## src/rtl/eth_pkg.sv

```systemverilog
// Shared Ethernet port datapath definitions: queue word layout and framer state encoding.
// Used by both the transmit and receive framers.
package eth_pkg;

  localparam int ETH_WORD_W     = 32;
  localparam int ETH_QW_SOP_BIT = 32;
  localparam int ETH_QW_EOP_BIT = 33;

  typedef struct packed {
    logic                  eop;
    logic                  sop;
    logic [ETH_WORD_W-1:0] data;
  } eth_qword_t;

  typedef enum logic [1:0] {
    IDLE = 2'd0,
    XMIT = 2'd1,
    GAP  = 2'd2
  } eth_xmit_state_t;

endpackage

```

## src/rtl/eth_xmit_ipg_cnt.sv

```systemverilog
// Loadable down-counter for the inter-packet gap; o_done flags the decrement that reaches zero.
module eth_xmit_ipg_cnt #(
  parameter int CNT_W = 1
) (
  input  logic             clk,
  input  logic             resetN,
  input  logic             i_load,
  input  logic [CNT_W-1:0] i_load_val,
  input  logic             i_dec,
  output logic             o_done
);

  logic [CNT_W-1:0] r_cnt;

  always_ff @(posedge clk) begin
    if (!resetN) begin
      r_cnt <= '0;
    end else if (i_load) begin
      r_cnt <= i_load_val;
    end else if (i_dec && (r_cnt != '0)) begin
      r_cnt <= r_cnt - CNT_W'(1);
    end
  end

  // A stray decrement at zero also reports done so the owner can never get stuck.
  assign o_done = i_dec && (r_cnt <= CNT_W'(1));

endmodule

```

## src/rtl/eth_xmit_fsm.sv

```systemverilog
// Transmit framer: pops {eop,sop,payload} queue words, drives the framed port link and
// enforces the inter-packet gap. Define ETH_XMIT_STATS_EN to add packet/word/drop counters.
module eth_xmit_fsm
  import eth_pkg::*;
#(
  parameter int IPG_CYCLES = 2,
  parameter int WORD_W     = 32
) (
  input  logic              clk,
  input  logic              resetN,
  input  logic              inEmpty,
  output logic              inRdEn,
  input  logic [WORD_W+1:0] inData,
  output logic              outValid,
  output logic [WORD_W-1:0] outData,
  output logic              outSop,
  output logic              outEop,
  output logic              errFraming,
`ifdef ETH_XMIT_STATS_EN
  output logic              errUnderrun,
  output logic [15:0]       pktCnt,
  output logic [31:0]       wordCnt,
  output logic [15:0]       dropCnt
`else
  output logic              errUnderrun
`endif
);

  localparam int QW_W    = WORD_W + 2;
  localparam int EOP_BIT = WORD_W + 1;
  localparam int SOP_BIT = WORD_W;

  // The read latency after an EOP already yields one idle link cycle, so GAP only
  // covers the remaining IPG_CYCLES-1 cycles and is skipped below two.
  localparam bit EOP_STALL = (IPG_CYCLES != 0);
  localparam bit USE_GAP   = (IPG_CYCLES >= 2);
  localparam int CNT_W     = (IPG_CYCLES > 2) ? $clog2(IPG_CYCLES) : 1;
  localparam logic [CNT_W-1:0] GAP_LOAD = CNT_W'(USE_GAP ? IPG_CYCLES - 1 : 0);

  eth_xmit_state_t r_state, w_state_next;

  logic            r_rd_pend;
  logic            r_hold_full, w_hold_full_next;
  logic [QW_W-1:0] r_hold, w_hold_next;
  logic            r_stall, w_stall_next;

  logic            w_cur_vld;
  logic [QW_W-1:0] w_cur;
  logic            w_eop_block;

  logic            w_ipg_load, w_ipg_dec, w_ipg_done;
  logic            w_emit, w_framing_next, w_underrun_next;

  logic              r_out_valid, r_out_sop, r_out_eop;
  logic [WORD_W-1:0] r_out_data;
  logic              r_err_framing, r_err_underrun;

  // A parked word always takes precedence over the FIFO return path.
  assign w_cur_vld   = r_hold_full | r_rd_pend;
  assign w_cur       = r_hold_full ? r_hold : inData;
  assign w_eop_block = EOP_STALL && w_cur_vld && w_cur[EOP_BIT];

  assign inRdEn = resetN && !inEmpty && (r_state != GAP) && !r_hold_full && !w_eop_block;

  eth_xmit_ipg_cnt #(
    .CNT_W (CNT_W)
  ) u_ipg_cnt (
    .clk        (clk),
    .resetN     (resetN),
    .i_load     (w_ipg_load),
    .i_load_val (GAP_LOAD),
    .i_dec      (w_ipg_dec),
    .o_done     (w_ipg_done)
  );

  always_ff @(posedge clk) begin
    if (!resetN) begin
      r_state <= IDLE;
    end else begin
      r_state <= w_state_next;
    end
  end

  always_comb begin
    w_state_next     = r_state;
    w_hold_next      = r_hold;
    w_hold_full_next = r_hold_full;
    w_stall_next     = r_stall;
    w_ipg_load       = 1'b0;
    w_ipg_dec        = 1'b0;
    w_emit           = 1'b0;
    w_framing_next   = 1'b0;
    w_underrun_next  = 1'b0;
    case (r_state)
      GAP: begin
        w_ipg_dec = 1'b1;
        if (r_rd_pend && !r_hold_full) begin
          w_hold_next      = inData;
          w_hold_full_next = 1'b1;
        end
        if (w_ipg_done) begin
          w_state_next = IDLE;
        end
      end
      default: begin
        // Consuming the parked word; a word still returning takes its place.
        if (r_hold_full) begin
          w_hold_next      = inData;
          w_hold_full_next = r_rd_pend;
        end
        if (w_cur_vld) begin
          w_stall_next = 1'b0;
          if ((r_state == IDLE) && !w_cur[SOP_BIT]) begin
            w_framing_next = 1'b1;
          end else begin
            w_emit         = 1'b1;
            w_framing_next = (r_state == XMIT) && w_cur[SOP_BIT];
            if (!w_cur[EOP_BIT]) begin
              w_state_next = XMIT;
            end else if (USE_GAP) begin
              w_state_next = GAP;
              w_ipg_load   = 1'b1;
            end else begin
              w_state_next = IDLE;
            end
          end
        end else if (r_state == XMIT) begin
          w_stall_next    = 1'b1;
          w_underrun_next = !r_stall;
        end
      end
    endcase
  end

  always_ff @(posedge clk) begin
    if (!resetN) begin
      r_rd_pend      <= 1'b0;
      r_hold_full    <= 1'b0;
      r_hold         <= '0;
      r_stall        <= 1'b0;
      r_out_valid    <= 1'b0;
      r_out_data     <= '0;
      r_out_sop      <= 1'b0;
      r_out_eop      <= 1'b0;
      r_err_framing  <= 1'b0;
      r_err_underrun <= 1'b0;
    end else begin
      r_rd_pend      <= inRdEn;
      r_hold_full    <= w_hold_full_next;
      r_hold         <= w_hold_next;
      r_stall        <= w_stall_next;
      r_out_valid    <= w_emit;
      r_err_framing  <= w_framing_next;
      r_err_underrun <= w_underrun_next;
      if (w_emit) begin
        r_out_data <= w_cur[WORD_W-1:0];
        r_out_sop  <= w_cur[SOP_BIT];
        r_out_eop  <= w_cur[EOP_BIT];
      end
    end
  end

  assign outValid    = r_out_valid;
  assign outData     = r_out_data;
  assign outSop      = r_out_sop;
  assign outEop      = r_out_eop;
  assign errFraming  = r_err_framing;
  assign errUnderrun = r_err_underrun;

`ifdef ETH_XMIT_STATS_EN
  logic [15:0] r_pkt_cnt, r_drop_cnt;
  logic [31:0] r_word_cnt;
  logic        w_drop;

  assign w_drop = (r_state == IDLE) && w_cur_vld && !w_cur[SOP_BIT];

  always_ff @(posedge clk) begin
    if (!resetN) begin
      r_pkt_cnt  <= '0;
      r_word_cnt <= '0;
      r_drop_cnt <= '0;
    end else begin
      if (w_emit) begin
        r_word_cnt <= r_word_cnt + 32'd1;
      end
      if (w_emit && w_cur[EOP_BIT]) begin
        r_pkt_cnt <= r_pkt_cnt + 16'd1;
      end
      if (w_drop) begin
        r_drop_cnt <= r_drop_cnt + 16'd1;
      end
    end
  end

  assign pktCnt  = r_pkt_cnt;
  assign wordCnt = r_word_cnt;
  assign dropCnt = r_drop_cnt;
`endif

endmodule
```

## config.mk

```make
export PLATFORM = sky130hd
export DESIGN_NAME = eth_xmit_fsm
export DESIGN_NICKNAME = d
export VERILOG_FILES = /design/src/rtl/eth_pkg.sv /design/src/rtl/eth_xmit_ipg_cnt.sv /design/src/rtl/eth_xmit_fsm.sv
export SDC_FILE = /design/constraint.sdc
export NUM_CORES = 1
export LEC_CHECK = 0
export ABC_AREA = 0
export CAP_MARGIN = 20
export CORE_UTILIZATION = 25
export DETAILED_ROUTE_END_ITERATION = 7
export HOLD_SLACK_MARGIN = 0.05
export PLACE_DENSITY = 0.52
export SLEW_MARGIN = 20
export SYNTH_ARGS = -nofsm -noshare
export SYNTH_HDL_FRONTEND = slang
export SYNTH_HIERARCHICAL = 1
export SYNTH_SLANG_ARGS = --single-unit
```

## constraint.sdc

```tcl
create_clock -name clk -period 4.05 [get_ports clk]
set_input_delay 0.405 -clock clk [delete_from_list [all_inputs] [get_ports clk]]
set_output_delay 0.405 -clock clk [all_outputs]
set_load 0.01 [all_outputs]
```

==> key figures <==
Die
  • I/O pin total: 75
  • Total die area: around 14000 sq um
  • Die height: ~120 um
  • Row count: 42
  • Core area: approximately 13000 sq um
  • Initial Utilization: 0.2596
  • Die Width: approximately 120 um

Hold path
  • Hold path depth: 3
  • Type of the most critical hold path: input port to flip-flop
  • Hold Crit Endpoint: errUnderrun$_SDFF_PP0_
  • Hold Path Origin: resetN

Setup path
  • CP arrival: between 2 and 3 ns
  • Critical path class: flip-flop to primary output
  • Delay-heaviest family, CP: compound AO/OA/AOI/OAI gates
  • Critical Path RT: between 3 and 4 ns
  • CP cell instances: o21ai_0, a2111oi_0, clkdlybuf4s50_1
  • FF-to-FF path depth: 5
  • Reg-to-Reg End: r_hold[1]$_SDFFE_PN0P_
  • Buffer and inverter count on the worst path: 1
  • Reg2reg start: r_hold_full$_SDFFE_PN0P_
  • Crit start category: flip-flop
  • Slowest-stage cell, CP: dfxtp_2
  • CP peak stage delay: about 0.76 ns
  • Reg2reg setup slack: 1.59 ns
  • CP max FO: 22
  • Crit end category: primary output

Final layout
  • # diodes: 0
  • Most frequent cells in the layout: dfxtp_1, clkdlybuf4s50_1, nand2_1
  • Final #Nets: about 450
  • Final non-filler cell area: approximately 4600 sq um
  • Share of layout cells above drive strength 1: 0.2136
  • # fillers: about 1400
  • Area Overhead vs Synth: 30.71%
  • Most common cell after layout, fill and taps aside: dfxtp_1
  • Final cell count without fillers: around 590

Drt
  • 1st-iter DRT viols: 118
  • Avg Vias per Cell: 4.718
  • Detailed Route WL: approximately 8800 um
  • Wire length per cell: about 15 um
  • Final ANT Viol Nets: 0
  • Detailed-router iteration count before antenna repair: 4
  • Drt drc: 0
  • DR vias: approximately 2800

Placed design
  • Post-DP Area: 4282 sq um
  • Count of input and output buffers: 74
  • Post-DP HPWL: 5278 um
  • RePlAce Congestion: approximately 0.66
  • Placed instance count: approximately 570

Synth
  • Syn nets: ~400
  • Synth warn: 6
  • Avg Inst Size Synth: about 9.9 sq um
  • Synth Instances: roughly 350
  • Cell area after synthesis: around 3500 sq um

STA
  • Clock skew: a little over 0.008 ns
  • Final setup vio count: 0
  • Period utilization: 0.7717
  • Min Tclk post-route: 3.125 ns
  • Post-Route Setup TNS: 0 ns
  • Endpoints failing hold: 0
  • Relative slew slack: 0.2994
  • Fmax: roughly 0.32 GHz
  • Final Hold Slack: 0.4121 ns
  • Final Max Tran Viols: 0
  • Unrepaired setup endpoints after global routing: no
  • Tightest Pin Transition: ~1.1 ns

Clocking
  • Post-CTS Resized: 0
  • Clk slew on worst S/H paths: approximately 0.06 ns
  • Clock tree buffer depth: 2
  • Worst-skew pair later-pin latency: 0.33 ns
  • CTS root buf: clkbuf_16
  • Hold Buf Count CTS: 0
  • CTS buffer count: 9
  • CTS tree: built
  • Post CTS Setup Buffer Count: 0
  • Depth of the CTS H-tree: 3
  • CTS Sinks: 76

Outcome
  • Status: finished clean

Run
  • Max-Cap Viols: 0

GRT
  • Total gr overflow: 0
  • First-pass GRT wire length: between 10000 and 15000 um
  • Initial antenna violation count: 0
  • Largest net degree at the start of global routing: 76
  • Number of global-route vias before repair: around 2900
  • Gr usage total: 0.1312

Pwr
  • Maximum vdd drop: about 0.19 mV
  • PwrDens: 395.3 nW/um^2
  • Leakage power figure: between 1 and 1.5 nW
-- tightest hold or removal path, delay by kind of cell --
family | cells | cell delay, ns
AND/OR/NAND/NOR | 2 | 0.17
buffers and inverters | 1 | 0.12
-- power breakdown --
part	internal, W	switching (W)
registers	0.000777	0.0000193
clock network	0.000471	0.000306
logic	0.000114	0.000116
-- flip-flops by register name (all words and copies together) (netlist names) --
signal,cells
errFraming,1
errUnderrun,1
outData,32
outEop,1
outSop,1
outValid,1
r_hold,34
r_hold_full,1
r_rd_pend,1
r_stall,1
r_state,2
-- layout make-up --
class	count	area [sq um]	area share
multi-input cells	239	1742	0.3816
flip-flops and latches	76	1523	0.3336
repair buffers	79	785.8	0.1721
clock buffers	10	229.0	0.05016
well taps	176	220.2	0.04825
clock inverters	5	53.80	0.01179
inverters	3	11.26	0.002467
-- through the flow --
step,total power (W),worst slack (ns),utilization
2_1_floorplan,0.0009369,2.274,-
3_3_place_gp,0.001042,1.257,0.3183
3_5_place_dp,0.001045,1.222,0.3183
4_1_cts,0.001833,0.8775,0.3393
5_1_grt,0.001889,0.8066,0.3393
6_report,0.001804,0.9248,0.3393
-- worst max path at each step --
stage                              from     end  slack, ns  cells after the start
2_1_floorplan  r_hold_full$_SDFFE_PN0P_  inRdEn       2.27                      4
3_3_place_gp                 inData[33]  inRdEn       1.26                      5
3_5_place_dp                 inData[33]  inRdEn       1.22                      5
4_1_cts        r_hold_full$_SDFFE_PN0P_  inRdEn       0.88                      3
5_1_grt        r_hold_full$_SDFFE_PN0P_  inRdEn       0.81                      3
6_report       r_hold_full$_SDFFE_PN0P_  inRdEn       0.92                      3
-- layer usage --
layer,global-route usage,vias up,share of wire
met2,0.2108,63,0.45
met3,0.03632,14,0.054
met5,0,-,0
met4,0.05781,0,0.020
li1,-,1383,-
met1,0.1630,1314,0.47
Note: power is estimated with default switching activity, not from simulation.
